**src/rtl/aes_inv_arbiter.sv**
```systemverilog
// Round-robin arbiter that lets NUM_REQ requesters share one GF(2^4)
// inversion datapath. Results are held in a single registered output
// stage. done_cnt_o counts completed result handshakes and saturates at
// its maximum value.

// GF(2^4) multiplicative inverse, field polynomial x^4+x+1, with 0 -> 0.
module gf16_inv (
  input  logic [3:0] a_i,
  output logic [3:0] y_o
);

  // Fixed inverse lookup over the 16-element field
  always_comb begin
    unique case (a_i)
      4'h0: y_o = 4'h0;
      4'h1: y_o = 4'h1;
      4'h2: y_o = 4'h9;
      4'h3: y_o = 4'hE;
      4'h4: y_o = 4'hD;
      4'h5: y_o = 4'hB;
      4'h6: y_o = 4'h7;
      4'h7: y_o = 4'h6;
      4'h8: y_o = 4'hF;
      4'h9: y_o = 4'h2;
      4'hA: y_o = 4'hC;
      4'hB: y_o = 4'h5;
      4'hC: y_o = 4'hA;
      4'hD: y_o = 4'h4;
      4'hE: y_o = 4'h3;
      default: y_o = 4'h8;
    endcase
  end

endmodule

module aes_inv_arbiter #(
  parameter int NUM_REQ = 4,
  parameter int ID_W    = 2
) (
  input  logic                 clk_i,
  input  logic                 rst_ni,
  input  logic [NUM_REQ-1:0]   req_valid_i,
  input  logic [4*NUM_REQ-1:0] req_data_i,
  output logic [NUM_REQ-1:0]   req_ready_o,
  output logic                 resp_valid_o,
  output logic [3:0]           resp_data_o,
  output logic [ID_W-1:0]      resp_id_o,
  input  logic                 resp_ready_i,
  output logic [15:0]          done_cnt_o
);

  logic [ID_W-1:0] rr_ptr;
  logic            out_free;
  logic            gnt_found;
  logic [ID_W-1:0] gnt_id;
  logic [3:0]      sel_nibble;
  logic [3:0]      inv_nibble;
  logic            req_fire;
  logic            resp_fire;

  assign out_free  = !resp_valid_o || resp_ready_i;
  assign resp_fire = resp_valid_o && resp_ready_i;

  // Round-robin search: first asserted valid at or after rr_ptr, wrapping.
  // The index wraps by ID_W-bit overflow since NUM_REQ == 2**ID_W.
  always_comb begin
    logic [ID_W-1:0] cand;
    gnt_found = 1'b0;
    gnt_id    = '0;
    cand      = '0;
    for (int unsigned i = 0; i < NUM_REQ; i++) begin
      cand = rr_ptr + ID_W'(i);
      if (!gnt_found && req_valid_i[cand]) begin
        gnt_found = 1'b1;
        gnt_id    = cand;
      end
    end
  end

  assign req_ready_o = (gnt_found && out_free) ? (NUM_REQ'(1) << gnt_id) : '0;
  assign req_fire    = gnt_found && out_free;

  // Route the granted requester's nibble into the shared inverter
  always_comb begin
    sel_nibble = req_data_i[4*gnt_id +: 4];
  end

  gf16_inv u_gf16_inv (
    .a_i (sel_nibble),
    .y_o (inv_nibble)
  );

  // Output stage: load on request handshake, clear when drained, else hold
  always_ff @(posedge clk_i or negedge rst_ni) begin
    if (!rst_ni) begin
      resp_valid_o <= 1'b0;
      resp_data_o  <= '0;
      resp_id_o    <= '0;
      rr_ptr       <= '0;
    end else if (req_fire) begin
      resp_valid_o <= 1'b1;
      resp_data_o  <= inv_nibble;
      resp_id_o    <= gnt_id;
      rr_ptr       <= gnt_id + ID_W'(1);
    end else if (resp_ready_i) begin
      resp_valid_o <= 1'b0;
    end
  end

  // Saturating count of result handshakes
  always_ff @(posedge clk_i or negedge rst_ni) begin
    if (!rst_ni) begin
      done_cnt_o <= '0;
    end else if (resp_fire && (done_cnt_o != '1)) begin
      done_cnt_o <= done_cnt_o + 16'd1;
    end
  end

endmodule

```
**config.mk**
```make
export PLATFORM = sky130hd
export DESIGN_NAME = aes_inv_arbiter
export DESIGN_NICKNAME = d
export VERILOG_FILES = /design/src/rtl/aes_inv_arbiter.sv
export SDC_FILE = /design/constraint.sdc
export NUM_CORES = 1
export LEC_CHECK = 0
export ABC_AREA = 1
export CORE_ASPECT_RATIO = 0.7
export CORE_MARGIN = 2
export CORE_UTILIZATION = 54
export DETAILED_ROUTE_END_ITERATION = 12
export PLACE_DENSITY = 0.89
export SLEW_MARGIN = 10
export SYNTH_ARGS = -nofsm -noshare
export SYNTH_HDL_FRONTEND = slang
export SYNTH_SLANG_ARGS = --single-unit
```
**constraint.sdc**
```tcl
create_clock -name clk_i -period 6.2 [get_ports clk_i]
set_input_delay 1.24 -clock clk_i [delete_from_list [all_inputs] [get_ports clk_i]]
set_output_delay 1.24 -clock clk_i [all_outputs]
set_load 0.005 [all_outputs]
```
After elaboration in Yosys (flattened, before gate mapping):

Memories as Yosys holds them, arrays and structs flattened. A register that Yosys moved wholly into a read port is not among the register bits.
Cells that the tools add are included.

* register bits: 21
* bits in read-only memories: 64
* output and inout port bits: 27
* logic and storage cells: 49
* memories: 1

* add/sub/neg operators: 5
* order comparisons: 4
* equal/unequal tests: 1
* shift-type cells: 2
* mux-type cells: 19
* reduce and logical (&&, ||, !) cells: 13

Memories
* (name not given): depth 16, bits a word 4, read ports 1, clocked after Yosys merged registers in 1, wr ports 0, RTL line 14 `unique case (a_i)`

Operator list (number)
* $add A16 B1 Y16 const B: 1
* $ne A16 B16 Y1 const B: 1
* $shiftx A16 B5 Y4: 1
* $lt A2 B3 Y1 const B: 4
* $mux W1: 10
* $bmux W1 S2: 4
* $mux W2: 4
* $logic_and A1 B1 Y1: 6
* $logic_not A1 Y1: 5
* $add A2 B1 Y2 const B: 2
* $add A2 B2 Y2 const B: 2
* $mux W4: 1
* $shl A1 B2 Y4 const A: 1
* $reduce_bool A2 Y1: 1
* $logic_or A1 B1 Y1: 1

Longest topological paths before layout:

* depth in word-level cells: 14
* gate-level depth with buffers: 22
* depth with buffers taken out: 21

By module:

A second synthesis with hierarchy kept.

* cell total of the unflattened synthesis: 278
* area, all modules: 1919.3 um^2

Modules (own cells, without submodules)
* aes_inv_arbiter: instances 1, cells each 234, area each 1665.3 um^2, sequential area each 625.6 um^2
* gf16_inv: instances 1, cells each 44, area each 254.0 um^2, sequential area each 0.0 um^2

Worst setup path after synthesis:

Ideal clock, no wire load.

* path kind: input to output
* start: input req_valid_i[3]
* end: output req_ready_o[3]
* arrival: 2318 ps
* required time: 4960 ps
* setup slack: 2642 ps
* cell stages on the path: 12
* path buffers: 0
* cell sequence: inv_1 -> nand2_1 -> nand3_1 -> nand2_2 -> nor2_4 -> nand3_1 -> nand3_2 -> nand2_4 -> inv_4 -> ha_1 -> inv_1 -> nor2_1

* word-level cells in the longest chain between the ends: 14
* elaborated cells between the ends (all ways): 25
* those cells by class: 1 x shift; 17 x mux; 7 x reduce/logical

Ends and longest elaborated chain
* from (decl): RTL line 42 `input logic [NUM_REQ-1:0] req_valid_i,`
* $bmux W1 S2: RTL line 73 `if (!gnt_found && req_valid_i[cand]) begin`
* $mux W1 (not written as such): RTL line 73
* $mux W1: RTL line 73
* $logic_not A1 Y1: RTL line 73
* $logic_and A1 B1 Y1: RTL line 73
* $mux W1: RTL line 73
* $logic_not A1 Y1: RTL line 73
* $logic_and A1 B1 Y1: RTL line 73
* $mux W1: RTL line 73
* $logic_not A1 Y1: RTL line 73
* $logic_and A1 B1 Y1: RTL line 73
* $mux W2 *: RTL line 73
* via gnt_id[1]: RTL line 55 `logic [ID_W-1:0] gnt_id;`
* $shl A1 B2 Y4 *: RTL line 80 `assign req_ready_o = (gnt_found && out_free) ? (NUM_REQ'(1) << gnt_id) : '0;`
* $mux W4 *: RTL line 80
* to (decl): RTL line 44 `output logic [NUM_REQ-1:0] req_ready_o,`

The timed path passes the listed nets; every way through them passes the cells marked *. The select of a mux whose other input is x is not followed.

Worst setup path in the final report:

* start: input req_valid_i[3]
* end: output req_ready_o[1]

Same word-level chain as after synthesis.

==> flow_metrics.py <==
metrics = {
    "timing": {
        "hold_viol_final": 0,
        "fin_skew_ps": 7.78,
        "fmax_mhz": 204,
        "setup_viol": 0,
        "drv_slew": 0,
        "tightest_slew_ps": 1060,
        "final.min_clock_period_ps": 4900,
        "slew_headroom": 0.290,
        "setup_tns_ps": 0,
        "finalCritPeriodShare": 0.791,
        "rsz0062_at_grt": "no",
    },
    "final_layout": {
        "finalNetCount": 365,
        "multi_input_area_sq_mm": 0.00120,
        "drive_above_1_share": 0.124,
        "final_cell_area_sq_mm": 0.00260,
        "insertedDiodeCount": 0,
        "final.fill_count": 301,
        "syn_to_final_growth_pct": 27.6,
        "fin_util": 0.731,
        "seq_area_sq_um": 626,
    },
    "worst_setup_path": {
        "critPathKind": "in2out",
        "max_stage_delay_ps": 540,
        "critical_path.max_fanout": 16,
        "cp-startpoint": "req_valid_i[3]",
        "r2r-start": "rr_ptr[0]",
        "start_kind": "input pin",
        "critPathBufInv": 6,
        "cp.arrival_ps": 3660,
        "cp_slowest_cell": "clkdlybuf4s50_1",
        "crit_chain": "clkdlybuf4s50_1 > inv_1 > nand2_1 > nand3_1 > nand2_1 > inv_1 > nand3_2 > nand3_4 > inv_1 > ha_1 > inv_1 > nor2_1 > clkdlybuf4s50_1",
        "r2r-end": "resp_data_o[0]",
        "endpoint": "req_ready_o[1]",
        "path_common_cell": "inv_1",
        "r2r_setup_slack_ps": 3420,
        "crit_path_end_kind": "output port",
        "path_delay_family": "buffers and inverters",
        "rr_worst_depth": 17,
        "cp_num_cells": 13,
        "critical_path_required_ps": 4960,
    },
    "grt": {
        "antenna_found_initial": 0,
        "grt_pass1_wl_microns": 7850,
        "grt_max_degree": 26,
        "grt-ovfl-total": 0,
        "track_usage": 0.219,
        "grt_pass1_vias": 1857,
    },
    "synthesis": {
        "yosysWarnings": 0,
        "synthMuxAreaShare": 0.00552,
        "netlist_instances": 281,
        "syn_area_sq_mm": 0.00204,
        "synth_area_per_cell_sq_um": 7.25,
        "synth_top_family_by_area": "simple AND/OR/NAND/NOR gates",
        "syn_nets": 315,
        "ys_types": 28,
        "synthAdderAreaFrac": 0.0675,
        "synth_compound_area_frac": 0.0215,
        "seq_area_frac_synth": 0.307,
        "ys_seq_elements": 25,
        "synth_xor_area_frac": 0.0645,
        "yosys.area_share.simple": 0.432,
    },
    "route": {
        "viasPerCell": 4.99,
        "firstDrtPassIters": 4,
        "avgRoutedWirePerCell_microns": 11.6,
        "wl_microns": 4390,
        "drt_iter0_markers": 108,
        "ant_nets": 0,
        "vias": 1895,
        "highest_layer": "met3",
        "dr_wl_met2_microns": 2000,
        "wl_met3_microns": 162,
        "drcViolationCount": 0,
        "wl_met1_microns": 2220,
    },
    "floorplan": {
        "die_w_microns": 77.4,
        "ioPinCount": 50,
        "die_h_microns": 55.4,
        "die-area_sq_mm": 0.00429,
        "start_util": 0.573,
        "core_sq_mm": 0.00356,
        "rows": 18,
    },
    "clock_tree": {
        "clk_latency_ps": 270,
        "clk_pin_slew_worst_paths_ps": 80,
        "ctsHoldBuffers": 0,
        "cts.sinks": 25,
        "cts_resized": 0,
        "numCtsBuffers": 3,
        "cts_buffer_depth": 2,
        "cts_max_level": 1,
        "post-cts-setup-buffers": 0,
        "cts_tree": "done",
        "clock-root-buffer": "clkbuf_8",
    },
    "power_and_ir_drop": {
        "peakVddDrop_mv": 0.430,
        "power.leakage_nw": 1.36,
        "p_per_area_mw_per_mm2": 642,
    },
    "placed_design": {
        "io_buffers": 49,
        "dp_hpwl_microns": 3480,
        "gp_congestion": 0.921,
        "place_area_sq_mm": 0.00255,
    },
    "flow_run": {
        "cap_violations": 0,
    },
    "outcome": {
        "status": "complete, no violations",
    },
    "worst_hold_path": {
        "hold_class": "reg2reg",
    },
}
[worst min-delay path, delay by kind of cell (launching register included)]
family        cells  cell delay [ps]
flops             1              350
simple gates      2              100
[Yosys cell counts]
cell | count | area share
nand2_1 | 87 | 0.16
nand3_1 | 27 | 0.066
nand3b_1 | 1 | 0.0037
inv_1 | 38 | 0.070
mux2_2 | 1 | 0.0055
o21bai_1 | 1 | 0.0037
nand2_2 | 14 | 0.043
nor3_2 | 1 | 0.0049
nor3_1 | 4 | 0.0098
buf_6 | 3 | 0.017
nand3_4 | 2 | 0.017
inv_6 | 1 | 0.0043
nor2_1 | 17 | 0.031
ha_1 | 11 | 0.068
buf_2 | 1 | 0.0025
xor2_1 | 12 | 0.052
o21ai_0 | 3 | 0.0074
nand2_4 | 4 | 0.022
nand4_1 | 10 | 0.031
nand3_2 | 7 | 0.034
nor2_4 | 1 | 0.0055
nor4_1 | 1 | 0.0031
o211ai_2 | 1 | 0.0061
inv_2 | 3 | 0.0055
dfrtp_1 | 25 | 0.31
inv_4 | 1 | 0.0031
xnor2_1 | 3 | 0.013
o21ai_2 | 1 | 0.0043
[placed cells by master, fill, tap and decap left out, drive strengths merged]
cell type      Yosys  routed
clkbuf             0       3
clkinvlp           0       1
nor2              18      18
nand4             10      10
xor2              12      12
o21bai             1       1
nor3               5       5
nand2            105     105
nand3             36      36
o21ai              4       4
inv               43      43
mux2               1       1
nand3b             1       1
o211ai             1       1
dfrtp             25      25
xnor2              3       3
nor4               1       1
ha                11      11
clkdlybuf4s50      0      49
[power by group]
group	switching (W)	internal, W	total (W)
clock	0.0000519	0.0000455	0.0000974
combinational	0.000791	0.000502	0.00129
sequential	0.0000595	0.000219	0.000279
[metal layers]
layer,track usage,vias to the layer above
met5,0,-
met4,0.0281,0
met3,0.0408,0
met2,0.373,39
met1,0.298,870
li1,-,986
[area by class of cell]
type,instances,area share
Inverter,43,0.0649
Timing Repair Buffer,49,0.189
Clock inverter,1,0.00289
Tap cell,50,0.0241
Multi-Input combinational cell,209,0.463
Clock buffer,3,0.0159
Sequential cell,25,0.241
[state kept, by name, summed over array words and instances, names as in the netlist]
| name | flops |
|---|---|
| resp_id_o | 2 |
| resp_valid_o | 1 |
| resp_data_o | 4 |
| done_cnt_o | 16 |
| rr_ptr | 2 |
[how the worst min path moves through the flow]
stage / start / to / slack (ps) / depth (start not counted)
2_1_floorplan: resp_data_o[2] / resp_data_o[2] / 470 / 2
3_3_place_gp: resp_data_o[0] / resp_data_o[0] / 470 / 2
3_5_place_dp: resp_data_o[0] / resp_data_o[0] / 460 / 2
4_1_cts: resp_data_o[0] / resp_data_o[0] / 500 / 2
5_1_grt: resp_id_o[1] / resp_id_o[1] / 520 / 2
6_report: resp_data_o[0] / resp_data_o[0] / 490 / 2
[logic make-up (layout without fill, tap and decap cells)]
group / count (synthesis) / after routing
AOI/OAI and AO/OA: 6 / 6
DFF: 25 / 25
adders and majority gates: 11 / 11
and+or+nand+nor: 176 / 176
xor gates and xnor gates: 15 / 15
muxes: 1 / 1
buffers and inverters: 47 / 96
[through the flow]
stage,setup slack (ps),hold WS [ps],total power [W],instances
floorplan,2640,472,0.00126,281
global placement,1430,468,0.00152,376
detailed placement,1320,465,0.00157,376
CTS,1310,495,0.00167,380
global route,1110,518,0.00186,380
finish,1300,491,0.00167,380
No activity file was read; power rests on OpenSTA's default activity.
